**src/rtl/mioc_xnor_serial_cmp_if.sv**
```systemverilog
// rtl/mioc_xnor_serial_cmp_if.sv - handshake bundle between XNOR bit source, serial comparator and result sink
interface mioc_xnor_serial_cmp_if;
  logic       start;
  logic       in_valid;
  logic       in_eq;
  logic       in_ready;
  logic       out_ready;
  logic       done_valid;
  logic       match;
  logic [7:0] mismatch_cnt;

  modport master (
    output start, in_valid, in_eq, out_ready,
    input  in_ready, done_valid, match, mismatch_cnt
  );

  modport slave (
    input  start, in_valid, in_eq, out_ready,
    output in_ready, done_valid, match, mismatch_cnt
  );
endinterface

```
**src/rtl/mioc_xnor_serial_cmp.sv**
```systemverilog
// rtl/mioc_xnor_serial_cmp.sv - serial AND-reduction of WIDTH XNOR bits; MIOC_MISMATCH_CNT_EN adds a zero-bit counter
module mioc_xnor_serial_cmp #(
  parameter int WIDTH = 8
) (
  input logic                      clk,
  input logic                      rst_n,
  mioc_xnor_serial_cmp_if.slave    bus
);

  typedef enum logic [1:0] {IDLE, SHIFT, DONE} state_t;

  localparam logic [7:0] LAST_BIT = 8'(WIDTH - 1);

  state_t     r_state;
  state_t     w_state_nxt;
  logic [7:0] r_bit_cnt;
  logic       r_acc;
  logic [7:0] w_mcnt;
  logic       w_xfer;
  logic       w_clear;

  assign w_xfer  = (r_state == SHIFT) && bus.in_valid;
  assign w_clear = (r_state == IDLE) && bus.start;

  always_ff @(posedge clk or negedge rst_n) begin
    if (!rst_n) begin
      r_state <= IDLE;
    end else begin
      r_state <= w_state_nxt;
    end
  end

  always_comb begin
    w_state_nxt = r_state;
    case (r_state)
      IDLE:    if (bus.start) w_state_nxt = SHIFT;
      SHIFT:   if (w_xfer && (r_bit_cnt == LAST_BIT)) w_state_nxt = DONE;
      DONE:    if (bus.out_ready) w_state_nxt = IDLE;
      default: w_state_nxt = IDLE;
    endcase
  end

  // Bit counter stops at WIDTH after the last transfer; it is only reloaded by the next start.
  always_ff @(posedge clk or negedge rst_n) begin
    if (!rst_n) begin
      r_bit_cnt <= '0;
      r_acc     <= 1'b0;
    end else if (w_clear) begin
      r_bit_cnt <= '0;
      r_acc     <= 1'b1;
    end else if (w_xfer) begin
      r_bit_cnt <= r_bit_cnt + 8'd1;
      r_acc     <= r_acc & bus.in_eq;
    end
  end

`ifdef MIOC_MISMATCH_CNT_EN
  logic [7:0] r_mcnt;

  always_ff @(posedge clk or negedge rst_n) begin
    if (!rst_n) begin
      r_mcnt <= '0;
    end else if (w_clear) begin
      r_mcnt <= '0;
    end else if (w_xfer && !bus.in_eq && (r_mcnt != 8'hFF)) begin
      r_mcnt <= r_mcnt + 8'd1;
    end
  end

  assign w_mcnt = r_mcnt;
`else
  assign w_mcnt = '0;
`endif

  // Results are gated by state so they read zero outside DONE, including during reset.
  assign bus.in_ready     = (r_state == SHIFT);
  assign bus.done_valid   = (r_state == DONE);
  assign bus.match        = (r_state == DONE) && r_acc;
  assign bus.mismatch_cnt = (r_state == DONE) ? w_mcnt : 8'd0;

endmodule

```
**src/flat_wrapper.sv**
```systemverilog
// flat-port wrapper written by rule: the top's interface ports become plain ports
module mioc_xnor_serial_cmp_flat 
#(
  parameter int WIDTH = 8
)
  (clk, rst_n, bus_start, bus_in_valid, bus_in_eq, bus_out_ready, bus_in_ready, bus_done_valid, bus_match, bus_mismatch_cnt);
  mioc_xnor_serial_cmp_if bus_i ();
  input logic clk;
  input logic rst_n;
  input wire logic [$bits(bus_i.start)-1:0] bus_start;
  input wire logic [$bits(bus_i.in_valid)-1:0] bus_in_valid;
  input wire logic [$bits(bus_i.in_eq)-1:0] bus_in_eq;
  input wire logic [$bits(bus_i.out_ready)-1:0] bus_out_ready;
  output wire logic [$bits(bus_i.in_ready)-1:0] bus_in_ready;
  output wire logic [$bits(bus_i.done_valid)-1:0] bus_done_valid;
  output wire logic [$bits(bus_i.match)-1:0] bus_match;
  output wire logic [$bits(bus_i.mismatch_cnt)-1:0] bus_mismatch_cnt;
  assign bus_i.start = bus_start;
  assign bus_i.in_valid = bus_in_valid;
  assign bus_i.in_eq = bus_in_eq;
  assign bus_i.out_ready = bus_out_ready;
  assign bus_in_ready = bus_i.in_ready;
  assign bus_done_valid = bus_i.done_valid;
  assign bus_match = bus_i.match;
  assign bus_mismatch_cnt = bus_i.mismatch_cnt;
  mioc_xnor_serial_cmp #(.WIDTH(WIDTH)) u_core (.clk(clk), .rst_n(rst_n), .bus(bus_i));
endmodule
```
**config.mk**
```make
export PLATFORM = sky130hd
export DESIGN_NAME = mioc_xnor_serial_cmp_flat
export DESIGN_NICKNAME = d
export VERILOG_FILES = /design/src/rtl/mioc_xnor_serial_cmp_if.sv /design/src/rtl/mioc_xnor_serial_cmp.sv /design/src/flat_wrapper.sv
export SDC_FILE = /design/constraint.sdc
export NUM_CORES = 1
export LEC_CHECK = 0
export ABC_AREA = 1
export BUFFER_PORTS_ARGS = -buffer_cell sky130_fd_sc_hd__buf_2
export CAP_MARGIN = 20
export CELL_PAD_IN_SITES_DETAIL_PLACEMENT = 0
export CELL_PAD_IN_SITES_GLOBAL_PLACEMENT = 2
export CORE_UTILIZATION = 31
export DETAILED_ROUTE_END_ITERATION = 12
export MAX_ROUTING_LAYER = met4
export PLACE_DENSITY = 0.82
export SETUP_SLACK_MARGIN = 0.4
export SYNTH_ARGS = -nofsm -noshare
export SYNTH_HDL_FRONTEND = slang
export SYNTH_SLANG_ARGS = --single-unit
```
**constraint.sdc**
```tcl
create_clock -name clk -period 2 [get_ports clk]
set_input_delay 0.5 -clock clk [delete_from_list [all_inputs] [get_ports clk]]
set_output_delay 0.5 -clock clk [all_outputs]
set_load 0.05 [all_outputs]
```
==> flow_summary.toml <==
[worst_setup_path]
worstPathCellList = "inv_2 > and3_4 > buf_6"
startpoint_type = "flip-flop"
crit_path_start = "u_core.r_state[0]"
reg2reg_from = "u_core.r_bit_cnt[1]"
reg2reg_slack_ns = 0.79
end_kind = "primary output"
worst-path-stages = 3
slowest_delay_ns = 0.41
critPathMaxFanout = 3
critPathKind = "flip-flop to primary output"
rr_endpoint = "u_core.r_bit_cnt[6]"
cp-endpoint = "bus_match"
worstPathRequired_ns = 1.50
critical_path_buf_inv_count = 2
cp_top_family = "flip-flops"
r2r_cells = 6
crit_path_top_delay_cell = "dfrtp_1"
arrival_ns = 1.10

[synthesis]
synth.distinct_cells = 22
ys_seq_elements = 11
synth_area_per_cell_um2 = 8.088
ys_warn_count = 0
ys_seq_area_share_pct = 40.52
syn_area_um2 = 679.4
synthCells = 84

[clock_network]
cts_max_level = 1
clkSlewWorstSetupHoldPaths_ns = 0.07
clockRootBuffer = "clkbuf_4"
numCtsBuffers = 3
cts_hold_buf = 0
cts_tree = "built"
clock_path_buffers = 2
clock-sinks = 11
clock_latency_ns = 0.26

[power_and_ir_drop]
total_power_mw = 0.8844
peakVddDrop_mv = 0.5754
power_density_nw_per_um2 = 1142
p_leak_nw = 0.3832

[sta]
finalMaxSlewViolations = 0
setup_violations = 0
period_share_pct = 79.77
finalSetupTns_ns = 0
rsz0062_at_grt = "yes"
max_freq_mhz = 626.8
final.min_clock_period_ns = 1.595
hold_violations = 0
finalClockSkew_ns = 0.001930

[route]
wl_per_cell_um = 10.10
drc = 0
drt_iter0_drc = 5
vias = 519
drtAntennaViolNets = 0
vias_per_cell = 4.254
totalWireLength_mm = 1.232
dr.pass1.iters = 4

[die]
start_util_pct = 33.94
core.rowCount = 16
dieArea_um2 = 2383
die_h_um = 48.82
die_x_um = 48.82
core_area_um2 = 2002
ios = 17

[global_route]
grt_util_all_layers_pct = 12.85
grt_start_max_net_pins = 13
antenna_found_initial = 0
grt_pass1_wl_mm = 2.194
grt_pass1_vias = 500
grt_overflow = 0

[layout]
drive_above_1_share_pct = 24.21
multi_input_comb_area_um2 = 335.3
fin_util_pct = 38.69
regArea_um2 = 275.3
diodes = 0
stdcell_area_um2 = 774.5
nFillCells = 217
final_nets = 103
area_delta_synth_final_pct = 14.00

[status]
outcome = "finished clean"

[placement]
io_buffer_count = 8
postPlaceCellArea_um2 = 708.2
place.gp.congestion = 0.7053
post-dp-hpwl_um = 914.2

[job]
drv_cap = 0

[hold_path]
min_path_type = "input port to asynchronous set/reset pin"
## layout make-up
class / count / area share, %
sequential: 11 / 35.54
clock buffer: 4 / 3.393
tap: 27 / 4.362
inverter: 9 / 4.362
multi-input combinational: 62 / 43.30
timing repair buffer: 9 / 9.047
## worst min path at each step
stage                     start             endpoint  cells past startpoint
after floorplan           rst_n         u_core.r_acc                      0
after global placement    rst_n    u_core.r_state[1]                      1
after detailed placement  rst_n    u_core.r_state[1]                      1
after CTS                 rst_n  u_core.r_bit_cnt[2]                      1
after global routing      rst_n  u_core.r_bit_cnt[2]                      1
final                     rst_n  u_core.r_bit_cnt[2]                      1
## cell families after synthesis
| kind of cell | Yosys count | synth area share, % |
|---|---|---|
| compound gates | 10 | 7.735 |
| fa+ha+maj | 1 | 1.841 |
| buf+inv | 18 | 15.47 |
| flops | 11 | 40.52 |
| other cells | 1 | 0.5520 |
| simple gates | 43 | 33.89 |
## cell usage after synthesis
master	n	share of area, %
nor3_1	1	0.74
o31ai_1	1	1.1
inv_2	1	0.55
and3_1	1	0.92
nand2_2	1	0.92
conb_1	1	0.55
dfrtp_1	11	41
ha_1	1	1.8
buf_6	1	1.7
buf_4	8	8.8
nand3_1	8	5.9
nand3_4	1	2.6
nand3_2	2	2.9
nor2_4	2	3.3
nor2_2	2	1.8
inv_1	8	4.4
nand2_1	16	8.8
o21ai_0	5	3.7
nand3b_1	1	1.1
nand4_1	1	0.92
nor2_1	7	3.9
a21oi_1	4	2.9
## cells in the final DEF, fill, tap and decap left out
| cell type | instances |
|---|---|
| nand2_1 | 16 |
| dfrtp_1 | 11 |
| nand3_1 | 8 |
| conb_1 | 8 |
| nor2_1 | 7 |
| inv_1 | 7 |
| o21ai_0 | 5 |
| buf_2 | 5 |
| a21oi_1 | 4 |
| nor2_4 | 3 |
| clkbuf_4 | 3 |
| inv_2 | 2 |
| nand3_2 | 2 |
| buf_6 | 2 |
| and3_4 | 1 |
| nand3_4 | 1 |
| nor3_1 | 1 |
| nand3b_1 | 1 |
| nor2_2 | 1 |
| nand2_2 | 1 |
| o31ai_1 | 1 |
| nand4_1 | 1 |
| ha_1 | 1 |
| clkbuf_1 | 1 |
| buf_8 | 1 |
| buf_4 | 1 |
## state kept, by name (all words and copies together), names as in the netlist
signal	flops
u_core.r_bit_cnt	8
u_core.r_state	2
u_core.r_acc	1
## repair_timing
| item | 4_1_cts | 5_1_grt |
|---|---|---|
| setup buffers | 1 | 0 |
| setup endpoints to repair | 3 | 3 |
| pin swaps | 0 | 0 |
| resized for setup | 7 | 3 |
## where the power goes
part | total, mW | switching [mW] | internal (mW)
Sequential | 0.351 | 0.0636 | 0.288
Combinational | 0.382 | 0.250 | 0.132
Clock | 0.152 | 0.0744 | 0.0771
Total | 0.884 | 0.388 | 0.497
## per-layer routing
metal	track usage (%)	share of wire, %	vias to the layer above
li1	-	-	278
met1	16.93	53	228
met2	17.36	42	11
met3	4.673	2.8	2
met4	5.882	1.5	0
met5	-	0	-
## per-stage QoR
stage / hold WS, ns / setup WS, ns / std cells
floorplan: 0.2044 / 0.4142 / 91
global placement: 0.3882 / 0.5625 / 117
detailed placement: 0.3925 / 0.5463 / 117
CTS: 0.09299 / 0.4054 / 122
global route: 0.09960 / 0.3464 / 122
finish: 0.09656 / 0.4046 / 122
## worst reg2reg max path: cells and delay by family (launching register included)
kind	cells	cell delay (ns)
AND/OR/NAND/NOR	5	0.49
adder cells (fa/ha/maj)	1	0.21
flip-flops	1	0.40
Power figures use the tool's default switching activity.
